File: src/rtl/shd_seq.sv
// shd_seq: dynamic-shift (SHAD/SHLD) sequencer. It breaks a register-amount
// shift into fixed-distance EXU_SHIFT steps and owns the shift accumulator.
// Latency: steps + 1 cycles from the accept edge to done (1 for a zero count),
//          plus one cycle for every stalled RUN cycle.
// Backpressure: req_ready is low while RUN; stall holds the current step; done
//               has no backpressure.
// Ports: clk/rst (async, active-low); stall, abort; req_valid/req_ready with
//        req_arith, req_cnt, req_data; shifter side sh_issue, sh_ra, sh_code,
//        sh_rslt; status busy; result done/done_data.
// Optional feature: define SHIFT_SEQ_ABORT_EN to make the abort input kill an
// in-flight operation. Without it, abort is ignored.
module shd_seq (
   input  logic        clk,
   input  logic        rst,
   input  logic        stall,
   input  logic        abort,
   input  logic        req_valid,
   output logic        req_ready,
   input  logic        req_arith,
   input  logic [31:0] req_cnt,
   input  logic [31:0] req_data,
   output logic        sh_issue,
   output logic [31:0] sh_ra,
   output logic [7:0]  sh_code,
   input  logic [31:0] sh_rslt,
   output logic        busy,
   output logic        done,
   output logic [31:0] done_data
);

   // SHIFT_op codes placed on rb[7:0]
   localparam logic [7:0] SHIFT_SHLL   = 8'h00;
   localparam logic [7:0] SHIFT_SHLL2  = 8'h01;
   localparam logic [7:0] SHIFT_SHLL8  = 8'h02;
   localparam logic [7:0] SHIFT_SHLL16 = 8'h03;
   localparam logic [7:0] SHIFT_SHLR   = 8'h04;
   localparam logic [7:0] SHIFT_SHLR2  = 8'h05;
   localparam logic [7:0] SHIFT_SHLR8  = 8'h06;
   localparam logic [7:0] SHIFT_SHLR16 = 8'h07;
   localparam logic [7:0] SHIFT_SHAR   = 8'h08;

   typedef enum logic {S_IDLE, S_RUN} state_t;
   typedef enum logic [1:0] {D_LEFT, D_RSHL, D_RSHA} dir_t;

   state_t      state_q, state_d;
   dir_t        dir_q, dir_d;
   logic [31:0] acc_q, acc_d;
   logic [5:0]  rem_q, rem_d;
   logic        done_q, done_d;

   logic [5:0]  chunk;
   logic [7:0]  step_code;
   logic [4:0]  neg_cnt;
   logic [5:0]  req_rem;
   logic        abort_hit;

`ifdef SHIFT_SEQ_ABORT_EN
   assign abort_hit = abort;
   logic unused_cnt_bits;
   assign unused_cnt_bits = ^req_cnt[30:5];
`else
   assign abort_hit = 1'b0;
   logic unused_cnt_bits;
   assign unused_cnt_bits = ^{req_cnt[30:5], abort};
`endif

   // Negative count: distance is the 5-bit magnitude, where 0 means 32.
   assign neg_cnt = (~req_cnt[4:0]) + 5'd1;
   assign req_rem = !req_cnt[31]      ? {1'b0, req_cnt[4:0]} :
                    (neg_cnt == 5'd0) ? 6'd32 : {1'b0, neg_cnt};

   // Largest fixed chunk not exceeding the remaining distance; the arithmetic
   // shifter only has a 1-bit form, so SHAR steps one bit at a time.
   always_comb begin
      chunk     = 6'd1;
      step_code = (dir_q == D_LEFT) ? SHIFT_SHLL : SHIFT_SHLR;
      if (dir_q == D_RSHA) begin
         chunk     = 6'd1;
         step_code = SHIFT_SHAR;
      end else if (rem_q >= 6'd16) begin
         chunk     = 6'd16;
         step_code = (dir_q == D_LEFT) ? SHIFT_SHLL16 : SHIFT_SHLR16;
      end else if (rem_q >= 6'd8) begin
         chunk     = 6'd8;
         step_code = (dir_q == D_LEFT) ? SHIFT_SHLL8 : SHIFT_SHLR8;
      end else if (rem_q >= 6'd2) begin
         chunk     = 6'd2;
         step_code = (dir_q == D_LEFT) ? SHIFT_SHLL2 : SHIFT_SHLR2;
      end
   end

   always_comb begin
      state_d = state_q;
      dir_d   = dir_q;
      acc_d   = acc_q;
      rem_d   = rem_q;
      done_d  = 1'b0;
      case (state_q)
         S_IDLE: begin
            if (req_valid && !abort_hit) begin
               acc_d = req_data;
               rem_d = req_rem;
               if (!req_cnt[31])  dir_d = D_LEFT;
               else if (req_arith) dir_d = D_RSHA;
               else               dir_d = D_RSHL;
               if (req_rem == 6'd0) done_d  = 1'b1;
               else                 state_d = S_RUN;
            end
         end
         S_RUN: begin
            if (abort_hit) begin
               // acc is deliberately left as-is on abort
               state_d = S_IDLE;
               rem_d   = 6'd0;
            end else if (!stall) begin
               acc_d = sh_rslt;
               rem_d = rem_q - chunk;
               if (rem_q == chunk) begin
                  state_d = S_IDLE;
                  done_d  = 1'b1;
               end
            end
         end
         default: state_d = S_IDLE;
      endcase
   end

   always_ff @(posedge clk or negedge rst) begin
      if (!rst) begin
         state_q <= S_IDLE;
         dir_q   <= D_LEFT;
         acc_q   <= 32'd0;
         rem_q   <= 6'd0;
         done_q  <= 1'b0;
      end else begin
         state_q <= state_d;
         dir_q   <= dir_d;
         acc_q   <= acc_d;
         rem_q   <= rem_d;
         done_q  <= done_d;
      end
   end

   assign req_ready = (state_q == S_IDLE);
   assign busy      = (state_q == S_RUN);
   assign sh_issue  = (state_q == S_RUN);
   assign sh_code   = (state_q == S_RUN) ? step_code : SHIFT_SHLL;
   assign sh_ra     = acc_q;
   assign done      = done_q;
   assign done_data = acc_q;

endmodule

File: config.mk
export PLATFORM = sky130hd
export DESIGN_NAME = shd_seq
export DESIGN_NICKNAME = d
export VERILOG_FILES = /design/src/rtl/shd_seq.sv
export SDC_FILE = /design/constraint.sdc
export NUM_CORES = 1
export LEC_CHECK = 0
export CORE_MARGIN = 5
export CORE_UTILIZATION = 39
export DETAILED_ROUTE_END_ITERATION = 16
export MAX_ROUTING_LAYER = met4
export PLACE_DENSITY = 0.85
export SYNTH_ARGS = -nofsm -noshare
export SYNTH_HDL_FRONTEND = slang
export SYNTH_SLANG_ARGS = --single-unit
export TNS_END_PERCENT = 10
File: constraint.sdc
create_clock -name clk -period 5.3 [get_ports clk]
set_clock_uncertainty 0.2 [all_clocks]
set_input_delay 0.53 -clock clk [delete_from_list [all_inputs] [get_ports clk]]
set_output_delay 0.53 -clock clk [all_outputs]
set_load 0.05 [all_outputs]
==> summary.md <==
| Metric | Value |
|---|---|
| Worst-margin pin slew | `0.967 ns` |
| Syn. warnings | `0` |
| Status | `complete, no violations` |
| Fillers | `602` |
| Io pins | `178` |
| Crit-path leading delay family | `buffers and inverters` |
| Layout Area Growth over Synthesis | `50.0%` |
| Clock buffer count from CTS | `5` |
| Slowest cell on crit path | `clkdlybuf4s50_1` |
| Footprint of the multi-input gates | `1230 µm²` |
| Largest net degree at the start of global routing | `68` |
| Mapped Cells | `290` |
| Vias in the first global route | `2,416` |
| Most common cell after layout, fill and taps aside | `clkdlybuf4s50_1` |
| FFs w/ async S/R, synth | `100%` |
| Initial antenna violation count | `0` |
| Final Max Slew Viols | `0` |
| DR iter-0 viols | `47` |
| Post-CTS setup buffer count | `0` |
| Max Clock Freq | `312 MHz` |
| Cell Rows | `30` |
| Final ANT Viol Nets | `0` |
| Syn avg cell area | `9.13 µm²` |
| CP max stage delay | `0.80 ns` |
| Pwr Density | `624 nW/µm²` |
| Post-layout util | `59.5%` |
| Distinct cells, synth | `44` |
| GR Util All Layers | `18.3%` |
| Mapped Area | `2650 µm²` |
| Worst endpoint required time | `4.57 ns` |
| Hold Crit Class | `in2async` |
| DRC | `0` |
| TritonCTS clock tree | `yes` |
| Die area | `8540 µm²` |
| Number of synthesized flops with an enable pin | `0` |
| Tmin final | `3.21 ns` |
| Yosys top cell area share | `39.7%` |
| Final Non-Filler Cells | `474` |
| Crit path DAT | `2.48 ns` |
| DR vias | `2,425` |
| Setup TNS Final | `0 ns` |
| Htree depth | `2` |
| Fin crit share | `60.5%` |
| Final Wtd Congestion | `0.938` |
| Grt ovf | `0` |
| Port bufs | `146` |
| Final WL | `7.83 mm` |
| Critical path capture point type | `primary output` |
| Clock transition at path regs | `0.09 ns` |
| R2R Setup Slk | `2.65 ns` |
| Share of layout cells above drive strength 1 | `3.81%` |
| Hold Vio Cnt, Final | `0` |
| Core footprint | `6680 µm²` |
| Starting Density | `39.6%` |
| Drt wl/cell | `16.5 µm` |
| # resized after CTS | `0` |
| Slew headroom | `35.5%` |
| Worst vdd rail ir drop | `266 µV` |
| Final nets | `501` |
| Seq cells post-synth | `42` |
| Power, Total | `2.48 mW` |
| Die width | `92.4 µm` |
| Cts hold-fix bufs | `0` |
| TritonRoute pass-1 iters | `4` |
| Buf/Inv on CP | `2` |
| Critical path peak fanout | `30` |
| Die Y | `92.4 µm` |
| CTS Root Cell | `clkbuf_8` |
| Min Hold Slack | `0.190 ns` |
| Final setup vio count | `0` |
| Commonest non-fill, non-tap cells in the layout | `clkdlybuf4s50_1 (145), o21ai_0 (46), nand2_1 (43), dfrtp_1 (41), mux2i_1 (32)` |
| Max Cap Viol | `0` |
| Hpwl dp | `5.98 mm` |
| Diode count | `0` |
| Clock Sinks | `42` |
| Top area cells in the synthesized netlist | `dfrtp_1 (40%), mux2i_1 (12%), buf_4 (10%), o21ai_0 (8.7%), nand2_1 (6.1%)` |
| Register area | `1050 µm²` |
| Register area share after synthesis | `39.7%` |
| Clock Latency Late Sink | `0.29 ns` |
| Setup Crit Path Kind | `reg2out` |
| Worst setup SP type | `flop` |
| Cells after DPL | `466` |
| Wire length of the first global-routing pass | `12.3 mm` |
| Area leader, netlist | `dfrtp_1` |
| Unrepaired setup endpoints after global routing | `false` |
| Clock tree buffer depth | `2` |
| Top FF cell, synth | `dfrtp_1` |
| DR vias/cell | `5.12` |
| Leakage power | `1.81 nW` |
| Worst path cell trace | `buf_4, and2_1, clkdlybuf4s50_1` |
[final timing paths]
path | start | endpoint | cells past startpoint
max | busy | sh_code[2] | 3
min | rst | done_data[0] | 1
max reg2reg | rem_q[5] | rem_q[5] | 7
min reg2reg | dir_q[1] | dir_q[1] | 2
max in group asynchronous | rst | busy | 1
min in group clk | dir_q[1] | dir_q[1] | 2
[kinds of logic after synthesis]
group	count (synthesis)	synth area share [%]
XOR/XNOR	4	1.32
flip-flops	42	39.7
other	1	0.142
multiplexers	33	12.5
buffers and inverters	60	14.5
adder cells (fa/ha/maj)	6	3.12
AO/OA/AOI/OAI	69	15.6
AND/OR/NAND/NOR	75	13.0
[cell usage after synthesis, types with 2 or more instances]
library cell / count
or4_1: 2
o211ai_1: 3
buf_6: 2
nand4_1: 2
nor2b_1: 3
buf_4: 37
nor2_1: 9
nand2b_1: 4
buf_1: 3
o21ai_0: 46
o31ai_1: 3
a21oi_1: 4
o21a_1: 3
nor3_1: 4
buf_2: 4
dfrtp_1: 42
inv_1: 5
nand2_1: 43
xor2_1: 2
clkbuf_1: 9
ha_1: 5
mux2i_1: 32
xnor2_1: 2
[state kept, by name (all words and copies together) (netlist names)]
name and cells:
done_data 32, rem_q 6, done 1, busy 1
dir_q 2
[per-stage QoR]
step	area [µm²]	setup WS (ns)
after floorplan	2660	2.58
after global placement	3880	2.40
after detailed placement	3880	2.41
after CTS	3970	2.06
after global routing	3970	1.99
final	3970	2.09
[layout make-up]
cell class                      count  area share (%)
Timing Repair Buffer              148            37.0
Multi-Input combinational cell    191            31.1
Sequential cell                    42            26.5
Tap cell                           80            2.52
Clock buffer                        6            2.08
Inverter                            5           0.472
Clock inverter                      2           0.315
[routing by layer]
layer	vias up	wire [µm]	track usage [%]
met3	10	526	3.82
met5	-	0	-
met1	1136	3190	20.9
li1	1172	-	-
met2	107	3990	32.4
met4	0	122	4.95
[power by group]
group,internal [mW],total [mW],switching [mW]
clock network,0.105,0.218,0.113
registers,0.444,0.575,0.131
logic,0.584,1.68,1.10
Note: power is estimated with default switching activity, not from simulation.
